`src/rtl/ahbl_bus_mux_master_port.sv`:
```
// Per-master AHB-Lite front end for the bus mux arbitration core.
// Forwards granted address phases with zero latency, otherwise holds the
// address phase and stalls the master until the arbiter grants the bus.
// Data-phase responses from the mux are returned to the master unchanged.
module ahbl_bus_mux_master_port #(
  parameter int ADDR_WIDTH = 32,
  parameter int DATA_WIDTH = 32
) (
  input  logic                  HCLK,
  input  logic                  HRESET,
  input  logic [ADDR_WIDTH-1:0] HADDR,
  input  logic [1:0]            HTRANS,
  input  logic                  HWRITE,
  input  logic [2:0]            HSIZE,
  input  logic [2:0]            HBURST,
  input  logic [3:0]            HPROT,
  input  logic [DATA_WIDTH-1:0] HWDATA,
  output logic [DATA_WIDTH-1:0] HRDATA,
  output logic                  HREADYOUT,
  output logic                  HRESP,
  output logic                  m_req,
  input  logic                  m_grant,
  output logic [ADDR_WIDTH-1:0] m_haddr,
  output logic                  m_hwrite,
  output logic [2:0]            m_hsize,
  output logic [2:0]            m_hburst,
  output logic [3:0]            m_hprot,
  output logic [1:0]            m_htrans,
  output logic [DATA_WIDTH-1:0] m_hwdata,
  input  logic                  m_hready,
  input  logic                  m_hresp,
  input  logic [DATA_WIDTH-1:0] m_hrdata
);

  localparam logic [1:0] TRANS_IDLE   = 2'b00;
  localparam logic [1:0] TRANS_NONSEQ = 2'b10;
  localparam logic [2:0] BURST_INCR   = 3'b001;

  typedef enum logic [1:0] {
    ST_IDLE = 2'b00,
    ST_PEND = 2'b01,
    ST_DATA = 2'b10
  } state_e;

  state_e                  state_r;
  state_e                  state_nxt_s;
  logic [ADDR_WIDTH-1:0]   hold_addr_r;
  logic                    hold_write_r;
  logic [2:0]              hold_size_r;
  logic [3:0]              hold_prot_r;
  logic                    sample_s;
  logic                    valid_s;
  logic                    accept_s;
  logic                    capture_s;

  // Write data is owned by the master and held by it during any stall.
  assign m_hwdata = HWDATA;

  // The master's address phase is only sampled while it sees HREADYOUT high.
  always_comb begin
    sample_s = 1'b0;
    case (state_r)
      ST_IDLE: sample_s = 1'b1;
      ST_DATA: sample_s = m_hready;
      default: sample_s = 1'b0;
    endcase
  end

  // BUSY and IDLE are both dropped; only NONSEQ/SEQ are real requests.
  assign valid_s  = sample_s & HTRANS[1];
  assign accept_s = m_grant & m_hready;

  // Next-state and output decode; address-phase handling is shared by IDLE and DATA.
  always_comb begin
    state_nxt_s = state_r;
    capture_s   = 1'b0;
    HREADYOUT   = 1'b1;
    HRESP       = 1'b0;
    HRDATA      = '0;
    m_req       = 1'b0;
    m_htrans    = TRANS_IDLE;
    m_haddr     = '0;
    m_hwrite    = 1'b0;
    m_hsize     = 3'b000;
    m_hburst    = 3'b000;
    m_hprot     = 4'b0000;

    case (state_r)
      ST_IDLE: begin
        HREADYOUT = 1'b1;
      end
      ST_PEND: begin
        // Replay the held phase as a fresh undefined-length burst.
        HREADYOUT = 1'b0;
        m_req     = 1'b1;
        m_htrans  = TRANS_NONSEQ;
        m_haddr   = hold_addr_r;
        m_hwrite  = hold_write_r;
        m_hsize   = hold_size_r;
        m_hburst  = BURST_INCR;
        m_hprot   = hold_prot_r;
        if (accept_s) begin
          state_nxt_s = ST_DATA;
        end else begin
          state_nxt_s = ST_PEND;
        end
      end
      ST_DATA: begin
        // Responses, including both ERROR cycles, pass straight through.
        HREADYOUT = m_hready;
        HRESP     = m_hresp;
        HRDATA    = m_hrdata;
      end
      default: begin
        state_nxt_s = ST_IDLE;
      end
    endcase

    if (valid_s) begin
      m_req = 1'b1;
      if (accept_s) begin
        m_htrans    = HTRANS;
        m_haddr     = HADDR;
        m_hwrite    = HWRITE;
        m_hsize     = HSIZE;
        m_hburst    = HBURST;
        m_hprot     = HPROT;
        state_nxt_s = ST_DATA;
      end else begin
        capture_s   = 1'b1;
        state_nxt_s = ST_PEND;
      end
    end else if (sample_s) begin
      state_nxt_s = ST_IDLE;
    end else begin
      capture_s = 1'b0;
    end
  end

  // State register and hold register; the hold register only loads on a capture.
  always_ff @(posedge HCLK) begin
    if (HRESET) begin
      state_r      <= ST_IDLE;
      hold_addr_r  <= '0;
      hold_write_r <= 1'b0;
      hold_size_r  <= 3'b000;
      hold_prot_r  <= 4'b0000;
    end else begin
      state_r <= state_nxt_s;
      if (capture_s) begin
        hold_addr_r  <= HADDR;
        hold_write_r <= HWRITE;
        hold_size_r  <= HSIZE;
        hold_prot_r  <= HPROT;
      end
    end
  end

endmodule

```
`config.mk`:
```
export PLATFORM = sky130hd
export DESIGN_NAME = ahbl_bus_mux_master_port
export DESIGN_NICKNAME = d
export VERILOG_FILES = /design/src/rtl/ahbl_bus_mux_master_port.sv
export SDC_FILE = /design/constraint.sdc
export NUM_CORES = 1
export LEC_CHECK = 0
export CORE_MARGIN = 8
export CORE_UTILIZATION = 34
export CTS_CLUSTER_SIZE = 30
export DETAILED_ROUTE_END_ITERATION = 12
export PLACE_DENSITY_LB_ADDON = 0.12
export SYNTH_ARGS = -nofsm -noshare
export SYNTH_HDL_FRONTEND = slang
export SYNTH_SLANG_ARGS = --single-unit
```
`constraint.sdc`:
```
create_clock -name HCLK -period 2 [get_ports HCLK]
set_input_delay 0.5 -clock HCLK [delete_from_list [all_inputs] [get_ports HCLK]]
set_output_delay 0.5 -clock HCLK [all_outputs]
set_load 0.05 [all_outputs]
```
After elaboration in Yosys (flattened, before gate mapping)
Index checks and enable logic that the tools add are counted.
{ "classes": {"reduce_logical": 2, "mux": 30, "eq_ne": 3, "n_bitwise": 2} }
{ "op_table": {"columns": ["operator", "count"], "rows": [
  ["$mux W32", 4],
  ["$mux W3", 5],
  ["$mux W2", 6],
  ["$mux W4", 3],
  ["$mux W1", 9],
  ["$pmux W1 S2", 2],
  ["$pmux W2 S2", 1],
  ["$ne A3 B1 Y1 const B", 1],
  ["$and A1 B1 Y1", 2],
  ["$eq A2 B1 Y1 const B", 1],
  ["$eq A2 B2 Y1 const B", 1],
  ["$logic_not A2 Y1", 1],
  ["$reduce_or A2 Y1", 1]
]} }
{ "totals": {"word_cells": 42, "reg_bits": 42, "in_bits": 114, "out_inout_bits": 112} }

Depth between registers and ports, before layout
{ "logic_depth": {"depth_word": 5, "depth_mapped": 5, "depth_no_buf": 3} }

Worst setup path before layout
Ideal clock, no wire load.
{ "synth_timing": {"path_kind": "in2out", "start": "input port m_hready", "end": "output port m_req", "stages": 2, "required_time_ns": 1.500, "n_path_buf": 0, "setup_slack_ns": -0.054, "arrival_ns": 1.554, "path_cell_list": "or2b_1 > a21oi_1"} }
{ "synth_via": {"elab_chain_len": 3} }
{ "synth_rtl": {"columns": ["element", "line_no", "text"], "rows": [
  ["start, declared", "30", "input logic m_hready,"],
  ["$pmux W1 S2", "62", "case (state_r)"],
  ["$and A1 B1 Y1", "70", "assign valid_s = sample_s & HTRANS[1];"],
  ["$mux W1", "119", "if (valid_s) begin"],
  ["end, declared", "21", "output logic m_req,"]
]} }
Every way passes these cells.

Worst setup path in the final report
{ "layout_timing": {"start": "register state_r[0]", "end": "output port m_haddr[15]"} }
{ "layout_via": {"elab_chain_len": 4, "word_cells_on_any_way": 8, "classes_between": "eq/ne (2); mux (4); bitwise (1); reduce/logical (1)"} }
{ "layout_rtl": {"columns": ["element", "line_no", "text"], "rows": [
  ["start, declared", "45", "state_e state_r;"],
  ["start signal, assigned", "149", "state_r <= state_nxt_s;"],
  ["$eq A2 B2 Y1 (tied with other cells)", "62", null],
  ["$pmux W1 S2 / $mux W32 (equally long branches)", "62, 88", null],
  ["$and A1 B1 Y1 / $mux W32 (equally long branches)", "70, 121", null],
  ["$mux W32 *", "119", null],
  ["end, declared", "23", "output logic [ADDR_WIDTH-1:0] m_haddr,"]
]} }
Every way passes the cells marked *; elsewhere a longest branch is shown, timed or not.

==> results.sh <==
export IMPL_outcome="finished with violations"
export IMPL_violations="setup timing"
export IMPL_num_rows=33
export IMPL_synth_top_area_frac=0.2953
export IMPL_wl_per_cell_um=19.43
export IMPL_maxCapViolations=0
export IMPL_hpwlAfterDp_mm=7.453
export IMPL_port_buffers=161
export IMPL_boundaryPins=226
export IMPL_grt_max_degree=84
export IMPL_holdCritPathClass="reg2reg"
export IMPL_final_antenna_net_count=0
export IMPL_cts_root_buf="clkbuf_8"
export IMPL_grt_first_pass_wirelength_mm=16.01
export IMPL_start_kind="flop"
export IMPL_grt_usage=0.1748
export IMPL_synth_seq_cells=42
export IMPL_tightest_slew_ns=0.2557
export IMPL_drt_iter0_drc=56
export IMPL_n_antenna_cell=0
export IMPL_rsz0062_at_grt="true"
export IMPL_crit_type="reg2out"
export IMPL_ir_drop_mv=0.3644
export IMPL_finalMaxSlewViolations=0
export IMPL_crit_required_ns=1.50
export IMPL_period_minus_slack_ns=2.018
export IMPL_die_area_mm2=0.01156
export IMPL_cts_tree="yes"
export IMPL_syn_nets=426
export IMPL_timing_rr_start="state_r[0]$_SDFFE_PP0P_"
export IMPL_fin_total_pwr_mw=2.704
export IMPL_cp_cell_sequence="nor3b_4 > buf_6 > clkbuf_16 > a22o_4 > buf_12"
export IMPL_fp_dieW_um=107.5
export IMPL_yosysUniqueCellTypes=19
export IMPL_fin_tns_setup_ns=-0.1272
export IMPL_syn_area_per_cell_um2=9.127
export IMPL_clk_transition_reported_paths_ns=0.08
export IMPL_synth_cells=312
export IMPL_ys_warnings_count=0
export IMPL_htreeDepth=2
export IMPL_vias_per_cell=4.763
export IMPL_synth_top_area_cell="dfxtp_1"
export IMPL_start_util=0.3483
export IMPL_fin_util=0.7017
export IMPL_cts_sinks=42
export IMPL_setup_viol=12
export IMPL_r2r_end="hold_addr_r[27]$_SDFFE_PP0P_"
export IMPL_final_area_mm2=0.005737
export IMPL_layout_drive_gt1_share=0.3702
export IMPL_worst_path_max_delay_cell="dfxtp_4"
export IMPL_drt_wl_total_mm=10.65
export IMPL_synth_area_top_cells="dfxtp_1 30%, nand2b_1 18%, mux2i_1 14%, a22o_1 12%, buf_4 8.4%"
export IMPL_max_stage_delay_ns=0.37
export IMPL_hold_buffers=0
export IMPL_grt_pass1_vias=2835
export IMPL_p_per_area_mw_per_mm2=471.4
export IMPL_cp_end_kind="primary output"
export IMPL_setup_ws_ns=-0.01758
export IMPL_gp_congestion=0.7372
export IMPL_final_nets=556
export IMPL_syn_cell_area_mm2=0.002848
export IMPL_post_synth_top_count_cell="nand2b_1"
export IMPL_cpLargestDelayFamily="buffers and inverters"
export IMPL_synthToLayoutAreaGrowth_pct=101.4
export IMPL_p_leak_nw=2.403
export IMPL_clk_latency_ns=0.29
export IMPL_core_mm2=0.008175
export IMPL_crit_path_max_fanout=9
export IMPL_worst_ep_arrival_time_ns=1.52
export IMPL_via_count=2610
export IMPL_dr_pass1_iters=4
export IMPL_antenna_found_initial=0
export IMPL_cp_num_buf_inv=3
export IMPL_drc=0
export IMPL_whs_ns=0.4861
export IMPL_hold_depth=2
export IMPL_grt_overflow_total=0
export IMPL_cts_inserted_buffers=5
export IMPL_r2r_slack_ns=0.58
export IMPL_skew_ns=0.003754
export IMPL_r2r_worst_path_cells=4
export IMPL_fin_crit_sh=1.009
export IMPL_holdPathEnd="hold_size_r[2]$_SDFFE_PP0P_"
export IMPL_min_from="hold_size_r[2]$_SDFFE_PP0P_"
export IMPL_postPlaceCellArea_mm2=0.005177
export IMPL_ctsLongestPathBuffers=2
export IMPL_synth_flop_cell="dfxtp_1"
export IMPL_slew_headroom=0.8294
export IMPL_clock_fmax_ghz=0.4956
export IMPL_num_fill_cells=601
export IMPL_synthArstFlopShare=0
export IMPL_fp_dieH_um=107.5
export IMPL_hold_viol=0
export IMPL_synth_enable_flop_cells=0
export IMPL_ys_seq_area_frac=0.2953
export IMPL_synth_common_cells="82 x nand2b_1, 42 x dfxtp_1, 40 x a22o_1, 40 x mux2i_1, 36 x and2_1"
[power breakdown]
group	leakage (nW)	total (mW)	switching, mW	internal [mW]
Clock	0.0524	0.667	0.293	0.374
Sequential	0.346	0.936	0.0437	0.892
Combinational	2.00	1.10	0.512	0.589
[stage by stage]
step           worst slack [ns]  std cells
2_1_floorplan           0.06224        312
3_3_place_gp            -0.4489        532
3_5_place_dp            -0.4844        532
4_1_cts                -0.07523        548
5_1_grt                -0.08323        548
6_report               -0.01758        548
[registers in the layout, indices dropped and copies added (netlist names)]
register	count
hold_write_r	1
hold_size_r	3
state_r	2
hold_prot_r	4
hold_addr_r	32
[worst max path at each step]
stage | startpoint | slack [ns] | to | cells after the start
2_1_floorplan | m_grant | 0.06 | m_haddr[31] | 3
3_3_place_gp | m_hready | -0.45 | m_htrans[0] | 6
3_5_place_dp | m_hready | -0.48 | m_haddr[21] | 6
4_1_cts | state_r[0]$_SDFFE_PP0P_ | -0.08 | m_hsize[2] | 6
5_1_grt | state_r[0]$_SDFFE_PP0P_ | -0.08 | m_haddr[15] | 5
6_report | state_r[0]$_SDFFE_PP0P_ | -0.02 | m_haddr[15] | 5
[worst register-to-register path: cells and delay by family (launching register included)]
family | cells | cell delay (ns)
buf+inv | 2 | 0.43
flops | 1 | 0.37
simple gates | 1 | 0.32
mux | 1 | 0.23
[metal layers]
metal	GRT usage	routed length, um
met1	0.1826	4007
met2	0.3263	5728
met3	0.06228	835
met4	0.03568	78
met5	0	0
[cells in the final DEF, fill, tap and decap left out, drive strengths merged]
cell / instances
bufinv: 1
o2bb2ai: 1
or2b: 1
dfxtp: 42
mux2i: 40
nor2b: 3
or2: 1
clkbuf: 9
clkdlybuf4s50: 77
buf: 102
nand2b: 82
a21o: 1
and4b: 2
nor3b: 1
a22o: 40
a21oi: 1
nand2: 1
nor2: 2
and2: 36
[layout make-up]
type	instances	area, um^2	share of cell area
Tap cell	105	131.4	0.02290
Clock inverter	1	30.03	0.005234
Sequential cell	42	848.3	0.1479
Timing Repair Buffer	181	2666	0.4648
Multi-Input combinational cell	212	1984	0.3459
Clock buffer	7	76.32	0.01330
[kinds of logic (layout without fill, tap and decap cells)]
logic type             count (synthesis)  count (layout)  share of synthesized area
and+or+nand+nor                      129             129                     0.2891
buffers and inverters                 58             189                     0.1446
AOI/OAI and AO/OA                     43              43                     0.1305
DFF                                   42              42                     0.2953
muxes                                 40              40                     0.1406
[timing repair]
action	in CTS	in global routing
gates resized for setup	55	24
buffers inserted	6	0
gates cloned	2	3
setup endpoints to repair	80	66
pin swaps	5	4
Power figures use the tool's default switching activity.
